<file path="src/rtl/vector_seq_engine.sv">
// Vector-display sequencer: walks a display list in a 1-cycle sync ROM and drives X/Y DAC codes.
// Define VEC_LOOP_EN to restart the list automatically after each frame until stop.
module vector_seq_engine #(
  parameter int ADDRESSWIDTH = 8,
  parameter int OUT_WIDTH    = 8,
  parameter int DATAWIDTH    = 2*OUT_WIDTH+2,
  parameter int STEP         = 1,
  parameter int FRAMECNT_W   = 8
) (
  input  logic                    clk,
  input  logic                    rst_n,
  input  logic                    start,
  input  logic                    stop,
  input  logic [DATAWIDTH-1:0]    rom_data,
  output logic [ADDRESSWIDTH-1:0] rom_addr,
  output logic                    rom_rd,
  output logic [OUT_WIDTH-1:0]    xch,
  output logic [OUT_WIDTH-1:0]    ych,
  output logic                    beam_on,
  output logic                    go_flag,
  output logic                    halt_flag,
  output logic                    busy,
  output logic [FRAMECNT_W-1:0]   frame_cnt
);

  typedef enum logic [2:0] {S_IDLE, S_FETCH, S_LATCH, S_DRAW, S_NEXT, S_END} state_t;

  localparam logic [ADDRESSWIDTH-1:0] ADDR_LAST = '1;
  localparam logic [OUT_WIDTH-1:0]    STEP_C    = OUT_WIDTH'(STEP);

  state_t                  state_q, state_d;
  logic [ADDRESSWIDTH-1:0] addr_q, addr_d;
  logic [OUT_WIDTH-1:0]    x_q, x_d, y_q, y_d, tx_q, tx_d, ty_q, ty_d;
  logic [FRAMECNT_W-1:0]   frame_q, frame_d;
  logic                    rd_q, rd_d, beam_q, beam_d, go_q, go_d, halt_q, halt_d, busy_q, busy_d;

  logic                    w_halt, w_blank;
  logic [OUT_WIDTH-1:0]    w_x, w_y;

  assign w_halt  = rom_data[DATAWIDTH-1];
  assign w_blank = rom_data[DATAWIDTH-2];
  assign w_x     = rom_data[2*OUT_WIDTH-1:OUT_WIDTH];
  assign w_y     = rom_data[OUT_WIDTH-1:0];

  // Moves c toward t by at most STEP_C, landing exactly on t when closer than that.
  function automatic logic [OUT_WIDTH-1:0] step_toward(input logic [OUT_WIDTH-1:0] c,
                                                       input logic [OUT_WIDTH-1:0] t);
    if (c < t) return ((t - c) > STEP_C) ? c + STEP_C : t;
    else       return ((c - t) > STEP_C) ? c - STEP_C : t;
  endfunction

  always_comb begin
    // NOTE: every variable gets a default first so no path leaves it unassigned (no latches).
    state_d = state_q;
    addr_d  = addr_q;
    x_d     = x_q;
    y_d     = y_q;
    tx_d    = tx_q;
    ty_d    = ty_q;
    frame_d = frame_q;
    go_d    = 1'b0;
    halt_d  = 1'b0;

    unique case (state_q)
      S_IDLE: begin
        if (start) begin
          state_d = S_FETCH;
          addr_d  = '0;
          go_d    = 1'b1;
        end
      end
      S_FETCH: state_d = S_LATCH;
      S_LATCH: begin
        if (w_halt) begin
          state_d = S_END;
          halt_d  = 1'b1;
          frame_d = frame_q + FRAMECNT_W'(1);
        end else if (w_blank) begin
          state_d = S_NEXT;
          x_d     = w_x;
          y_d     = w_y;
        end else begin
          state_d = S_DRAW;
          tx_d    = w_x;
          ty_d    = w_y;
        end
      end
      S_DRAW: begin
        x_d = step_toward(x_q, tx_q);
        y_d = step_toward(y_q, ty_q);
        if (x_d == tx_q && y_d == ty_q) state_d = S_NEXT;
      end
      S_NEXT: begin
        if (addr_q == ADDR_LAST) begin
          state_d = S_END;
          halt_d  = 1'b1;
          frame_d = frame_q + FRAMECNT_W'(1);
        end else begin
          state_d = S_FETCH;
          addr_d  = addr_q + ADDRESSWIDTH'(1);
        end
      end
      S_END: begin
        addr_d = '0;
`ifdef VEC_LOOP_EN
        state_d = S_FETCH;
        go_d    = 1'b1;
`else
        state_d = S_IDLE;
`endif
      end
      default: state_d = S_IDLE;
    endcase

    // Abort beats everything, including a simultaneous start in IDLE; DAC codes hold.
    if (stop) begin
      state_d = S_IDLE;
      addr_d  = '0;
      x_d     = x_q;
      y_d     = y_q;
      frame_d = frame_q;
      go_d    = 1'b0;
      halt_d  = 1'b0;
    end

    rd_d   = (state_d == S_FETCH);
    beam_d = (state_d == S_DRAW);
    busy_d = (state_d != S_IDLE);
  end

  // NOTE: sequential state uses non-blocking assignments so all flops update together at the edge.
  always_ff @(posedge clk or negedge rst_n) begin
    if (!rst_n) begin
      state_q <= S_IDLE;
      addr_q  <= '0;
      x_q     <= '0;
      y_q     <= '0;
      tx_q    <= '0;
      ty_q    <= '0;
      frame_q <= '0;
      rd_q    <= 1'b0;
      beam_q  <= 1'b0;
      go_q    <= 1'b0;
      halt_q  <= 1'b0;
      busy_q  <= 1'b0;
    end else begin
      state_q <= state_d;
      addr_q  <= addr_d;
      x_q     <= x_d;
      y_q     <= y_d;
      tx_q    <= tx_d;
      ty_q    <= ty_d;
      frame_q <= frame_d;
      rd_q    <= rd_d;
      beam_q  <= beam_d;
      go_q    <= go_d;
      halt_q  <= halt_d;
      busy_q  <= busy_d;
    end
  end

  assign rom_addr  = addr_q;
  assign rom_rd    = rd_q;
  assign xch       = x_q;
  assign ych       = y_q;
  assign beam_on   = beam_q;
  assign go_flag   = go_q;
  assign halt_flag = halt_q;
  assign busy      = busy_q;
  assign frame_cnt = frame_q;

endmodule

</file>
<file path="config.mk">
export PLATFORM = sky130hd
export DESIGN_NAME = vector_seq_engine
export DESIGN_NICKNAME = d
export VERILOG_FILES = /design/src/rtl/vector_seq_engine.sv
export SDC_FILE = /design/constraint.sdc
export NUM_CORES = 1
export LEC_CHECK = 0
export ABC_CLOCK_PERIOD_IN_PS = 5450
export CORE_UTILIZATION = 62
export CTS_BUF_LIST = sky130_fd_sc_hd__clkbuf_2 sky130_fd_sc_hd__clkbuf_4 sky130_fd_sc_hd__clkbuf_8
export CTS_CLUSTER_DIAMETER = 40
export DETAILED_ROUTE_END_ITERATION = 8
export PLACE_DENSITY = 0.95
export SYNTH_ARGS = -nofsm -noshare
export SYNTH_HDL_FRONTEND = slang
export SYNTH_SLANG_ARGS = --single-unit
</file>
<file path="constraint.sdc">
create_clock -name clk -period 5.45 [get_ports clk]
set_clock_uncertainty 0.2 [all_clocks]
set_input_delay 1.09 -clock clk [delete_from_list [all_inputs] [get_ports clk]]
set_output_delay 1.09 -clock clk [all_outputs]
set_load 0.005 [all_outputs]
</file>
## Yosys cells after proc, flatten, opt, wreduce, memory -nomap -nowiden

Cells that the tools add are included.

- Input port bits: 22
- Bits in registers: 56
- Output and inout port bits: 37

- Add/subtract/negate cells: 10
- Equality and inequality tests: 16
- Reduce and logical (&&, ||, !) cells: 10
- Order comparisons: 6
- Bitwise gates (word level): 3
- Multiplexer cells: 35

Operator list:

| operator | number |
|---|---|
| two-way mux 8 bit | 17 |
| one-hot mux 8 bit (2 select lines) | 3 |
| adder 8 x 1 -> 8 bit (second input constant) | 4 |
| > comparator 8 x 1 -> 1 bit (second input constant) | 4 |
| subtractor 8 bit | 4 |
| one-hot mux 8 bit (3 select lines) | 1 |
| two-way mux 3 bit | 6 |
| equality test 8 bit | 2 |
| < comparator 8 bit | 2 |
| subtractor 8 x 1 -> 8 bit (second input constant) | 2 |
| one-hot mux 3 bit (5 select lines) | 1 |
| equality test 3 x 2 -> 1 bit (second input constant) | 3 |
| equality test 8 bit (second input constant) | 1 |
| != test 2 bit (second input constant) | 4 |
| AND reduction 4 bit | 2 |
| equality test 3 x 1 -> 1 bit (second input constant) | 2 |
| equality test 3 bit (second input constant) | 2 |
| two-way mux 1 bit | 6 |
| != test 3 bit (second input constant) | 2 |
| AND reduction 3 bit | 2 |
| nonzero test 2 bit | 2 |
| nonzero test 4 bit | 1 |
| logical NOT 3 bit | 1 |
| inverter 1 bit | 3 |
| other kinds (3) | 3 |

## Logic depth before layout (Yosys ltp)

- Word-level depth: 11
- Mapped depth: 13
- Gate-level depth less buffers: 11

## Worst setup path after synthesis

No wires, ideal clock.

- Path kind: reg-to-reg
- Start point: register x_q[0], in the netlist xch[0]
- End point: register state_q[1]
- Path buffers: 1
- Period minus slack after synthesis: 3.461 ns
- Path slack: 1.989 ns
- Required time: 5.128 ns
- Arrival: 3.139 ns
- Stages on the path, launching flop included: 13
- Cells stage by stage: dfrtp_1 -> buf_6 -> inv_1 -> ha_1 -> fa_1 -> nand2b_1 -> a21oi_1 -> mux2i_1 -> or4_4 -> o221ai_1 -> a21oi_1 -> or4_1 -> a32o_1

- Cells in the longest elaborated chain, start to end: 10
- Elaborated cells on any way between the ends: 16
- Classes of those cells: add/sub (4); order compare (3); eq/ne (1); mux (7); reduce/logical (1)

RTL lines:

| what | line | source |
|---|---|---|
| start, declared | 33 | `logic [OUT_WIDTH-1:0] x_q, x_d, y_q, y_d, tx_q, tx_d, ty_q, ty_d;` |
| start signal, assigned | 136 | `x_q <= '0;` |
| start signal, assigned | 149 | `x_q <= x_d;` |
| subtractor 8 bit, on equally long branches | 49, 48 |  |
| > comparator 8 x 1 -> 1 bit, on equally long branches | 49, 48 |  |
| two-way mux 8 bit, on equally long branches | 49, 48 |  |
| two-way mux 8 bit (*) | 48 | `if (c < t) return ((t - c) > STEP_C) ? c + STEP_C : t;` |
| two-way mux 8 bit (*) | 64 | `unique case (state_q)` |
| equality test 8 bit (*) | 91 | `if (x_d == tx_q && y_d == ty_q) state_d = S_NEXT;` |
| logical AND 1 bit (*) | 91 |  |
| two-way mux 3 bit (*) | 91 |  |
| one-hot mux 3 bit (5 select lines) (*) | 64 |  |
| two-way mux 3 bit (*) | 116 | `if (stop) begin` |
| net state_d[1] | 31 | `state_t state_q, state_d;` |
| end signal, assigned | 147 | `state_q <= state_d;` |
| end, declared | 31 |  |

The timed path passes the listed nets; every way through them passes the cells marked *. The select of a mux whose other input is x is not followed.
A chain may end at the register's enable or synchronous reset.

## Worst setup path after layout

Ends and elaborated chain as after synthesis.

==> run metrics <==
clk_lat worst skew 320 ps; Max Buffers Root-to-Sink 2; Worst-path clk slew 120 ps; Syn Area/Cell 8.58 µm²; largest net degree at the start of global routing 57; hold buffers post-CTS 0; area delta synth->final 12.1%; Post-synth EDFFs 0; Total Power 3.89 mW; Root Driver clkbuf_8; TritonCTS Buffers 5; Ys Warns 0; status finished, final reports clean; HPWL after DPL 10.7 mm; vias in the first global route 4899; H-tree depth 2; input/output buffers 58; post-route ant nets 0; hold path depth 1; WP data required 5480 ps; Gate Count Post-Synth 629; vias per cell 6.70; measured slew at the worst slew-check pin 1110 ps; CP Launch Type flip-flop; gpl congestion 0.969; Ports 59; register area share after synthesis 26.0%; Clock Sinks 56; die width 95.3 µm; worst rel slew slack 25.8%; RSZ-0062 raised after global routing false; crit-path max FO 13; fmax 248 MHz; die area 9080 µm²; Vert. Die Dim 95.3 µm; Final Hold Vio Count 0; DR WL/cell 18.8 µm; CP arrival 4050 ps; total number of vias 5181; drt pass-1 iters 5; CTS tree built; nets@finish 729; Period Utilization, post-route 73.9%; final setup vio count 0; max-slew violation count 0; max_cap viols 0; minimum clock period 4030 ps; P_leak 2.51 nW; first-pass GRT wire length 23.6 mm; Initial Util 65.0%; First DRT Iteration DRCs 555; Synthesized Nets 691; Core ar. 8300 µm²; setup TNS 0 ps; fillers 609; asr flop ratio synth 100%; initial antenna violation count 0; DP Worst Slack 1490 ps; Mapped Area 5400 µm²; post-synthesis cell type count 87; top_reg_cell synth dfrtp_1; share of post-route cells with drive strength above 1 10.0%; reg2reg path depth 12; DP Area 5960 µm²; crit path kind reg -> reg; Final Cell Area 6050 µm²; Post-Route WL 14.5 mm; FP Rows 33; crit end category flip-flop; GRT Total Usage 33.1%; Post-CTS Setup Bufs 0; post-CTS resize count 0; total grt overflow 0; Worst Hold Class reg -> reg; DRC 0; synthesis-stage register bit count 56; # diodes 0; Final Worst Setup Slack 1420 ps; Power per Cell Area 642 nW/µm²; worst vdd ir 0.000263 V
## final timing paths
kind / startpoint / end / slack, ps
max in group asynchronous: rst_n / tx_q[5]$_DFFE_PN0P_ / 3900
min in group asynchronous: rst_n / frame_cnt[5]$_DFFE_PN0P_ / 690
hold / removal: frame_cnt[7]$_DFFE_PN0P_ / frame_cnt[7]$_DFFE_PN0P_ / 290
hold reg to reg: frame_cnt[7]$_DFFE_PN0P_ / frame_cnt[7]$_DFFE_PN0P_ / 290
setup / recovery: xch[0]$_DFFE_PN0P_ / state_q[1]$_DFF_PN0_ / 1420
setup reg to reg: xch[0]$_DFFE_PN0P_ / state_q[1]$_DFF_PN0_ / 1420
## metrics by stage
step	hold WS, ps	utilization, %	instances
floorplan	265	-	629
global route	300	72.9	773
finish	291	72.9	773
global placement	262	71.8	765
CTS	291	72.9	773
detailed placement	272	71.8	765
## cells by family after synthesis
kind of cell,after synthesis,share of synthesized area [%]
simple gates,219,21.5
compound gates,177,23.8
buf+inv,66,5.54
flops,56,26.0
xor+xnor,44,7.79
fa+ha+maj,40,9.83
mux,27,5.50
## Yosys cell counts, types with 7 or more instances
cell,instances,area [µm²]
nand2b_1,17,106
xor2_1,15,131
nand3_1,20,100
nor3_1,12,60.1
and3_1,9,56.3
o211ai_1,10,75.1
nand4_1,9,56.3
mux2_2,21,236
xnor2_1,26,228
a21oi_1,35,175
o21ai_0,32,160
ha_1,36,450
nand2_1,48,180
a31oi_1,7,43.8
inv_1,34,128
o22ai_1,13,81.3
buf_2,8,40.0
nor2_1,52,195
dfrtp_1,56,1400
clkbuf_1,12,45.0
nor4_1,9,56.3
## layout make-up
cell class                 count  area [µm²]  share of cell area [%]
multi-input combinational    507        3700                    61.1
sequential                    56        1400                    23.2
timing repair buffer          60         591                    9.76
inverter                      37         139                    2.29
tap                          105         131                    2.17
clock buffer                   5        68.8                    1.14
clock inverter                 3        25.0                   0.413
## metal layers
metal	track usage (%)	share of wire [%]	up-vias
met2	52.1	45	336
li1	-	-	2382
met1	44.8	42	2418
met5	0	0	-
met3	8.05	11	45
met4	9.85	2.2	0
## power by group
group | internal (mW) | total, mW | leakage, nW | switching, mW
registers | 0.534 | 0.860 | 0.716 | 0.327
logic | 1.20 | 2.77 | 1.74 | 1.57
clock network | 0.0953 | 0.254 | 0.0504 | 0.158
total | 1.83 | 3.89 | 2.51 | 2.06
## sequential cells by signal, indices dropped and copies added (netlist names)
signal and flops:
tx_q 8, busy 1, beam_on 1, frame_cnt 8, halt_flag 1, state_q 3, go_flag 1, rom_rd 1
xch 8, ych 8, ty_q 8, rom_addr 8
## layout by cell type (no fill, tap or decap), types with 20 or more instances in the layout
cell type / netlist / layout
nor2_1: 52 / 52
xnor2_1: 26 / 26
o21ai_0: 32 / 31
a21oi_1: 35 / 35
clkdlybuf4s50_1: 0 / 57
ha_1: 36 / 36
dfrtp_1: 56 / 56
nand2_1: 48 / 48
nand3_1: 20 / 20
inv_1: 34 / 34
mux2_2: 21 / 21
## critical path, stage by stage, from the launching register on
cell,delay (ps)
dfrtp_1,610
inv_1,150
ha_1,270
fa_1,410
nand2b_1,160
a21oi_1,250
mux2i_1,130
or4_4,450
o21ai_1,140
buf_4,200
o2111ai_2,190
or4_1,510
a32o_1,280
Note: power is estimated with default switching activity, not from simulation.
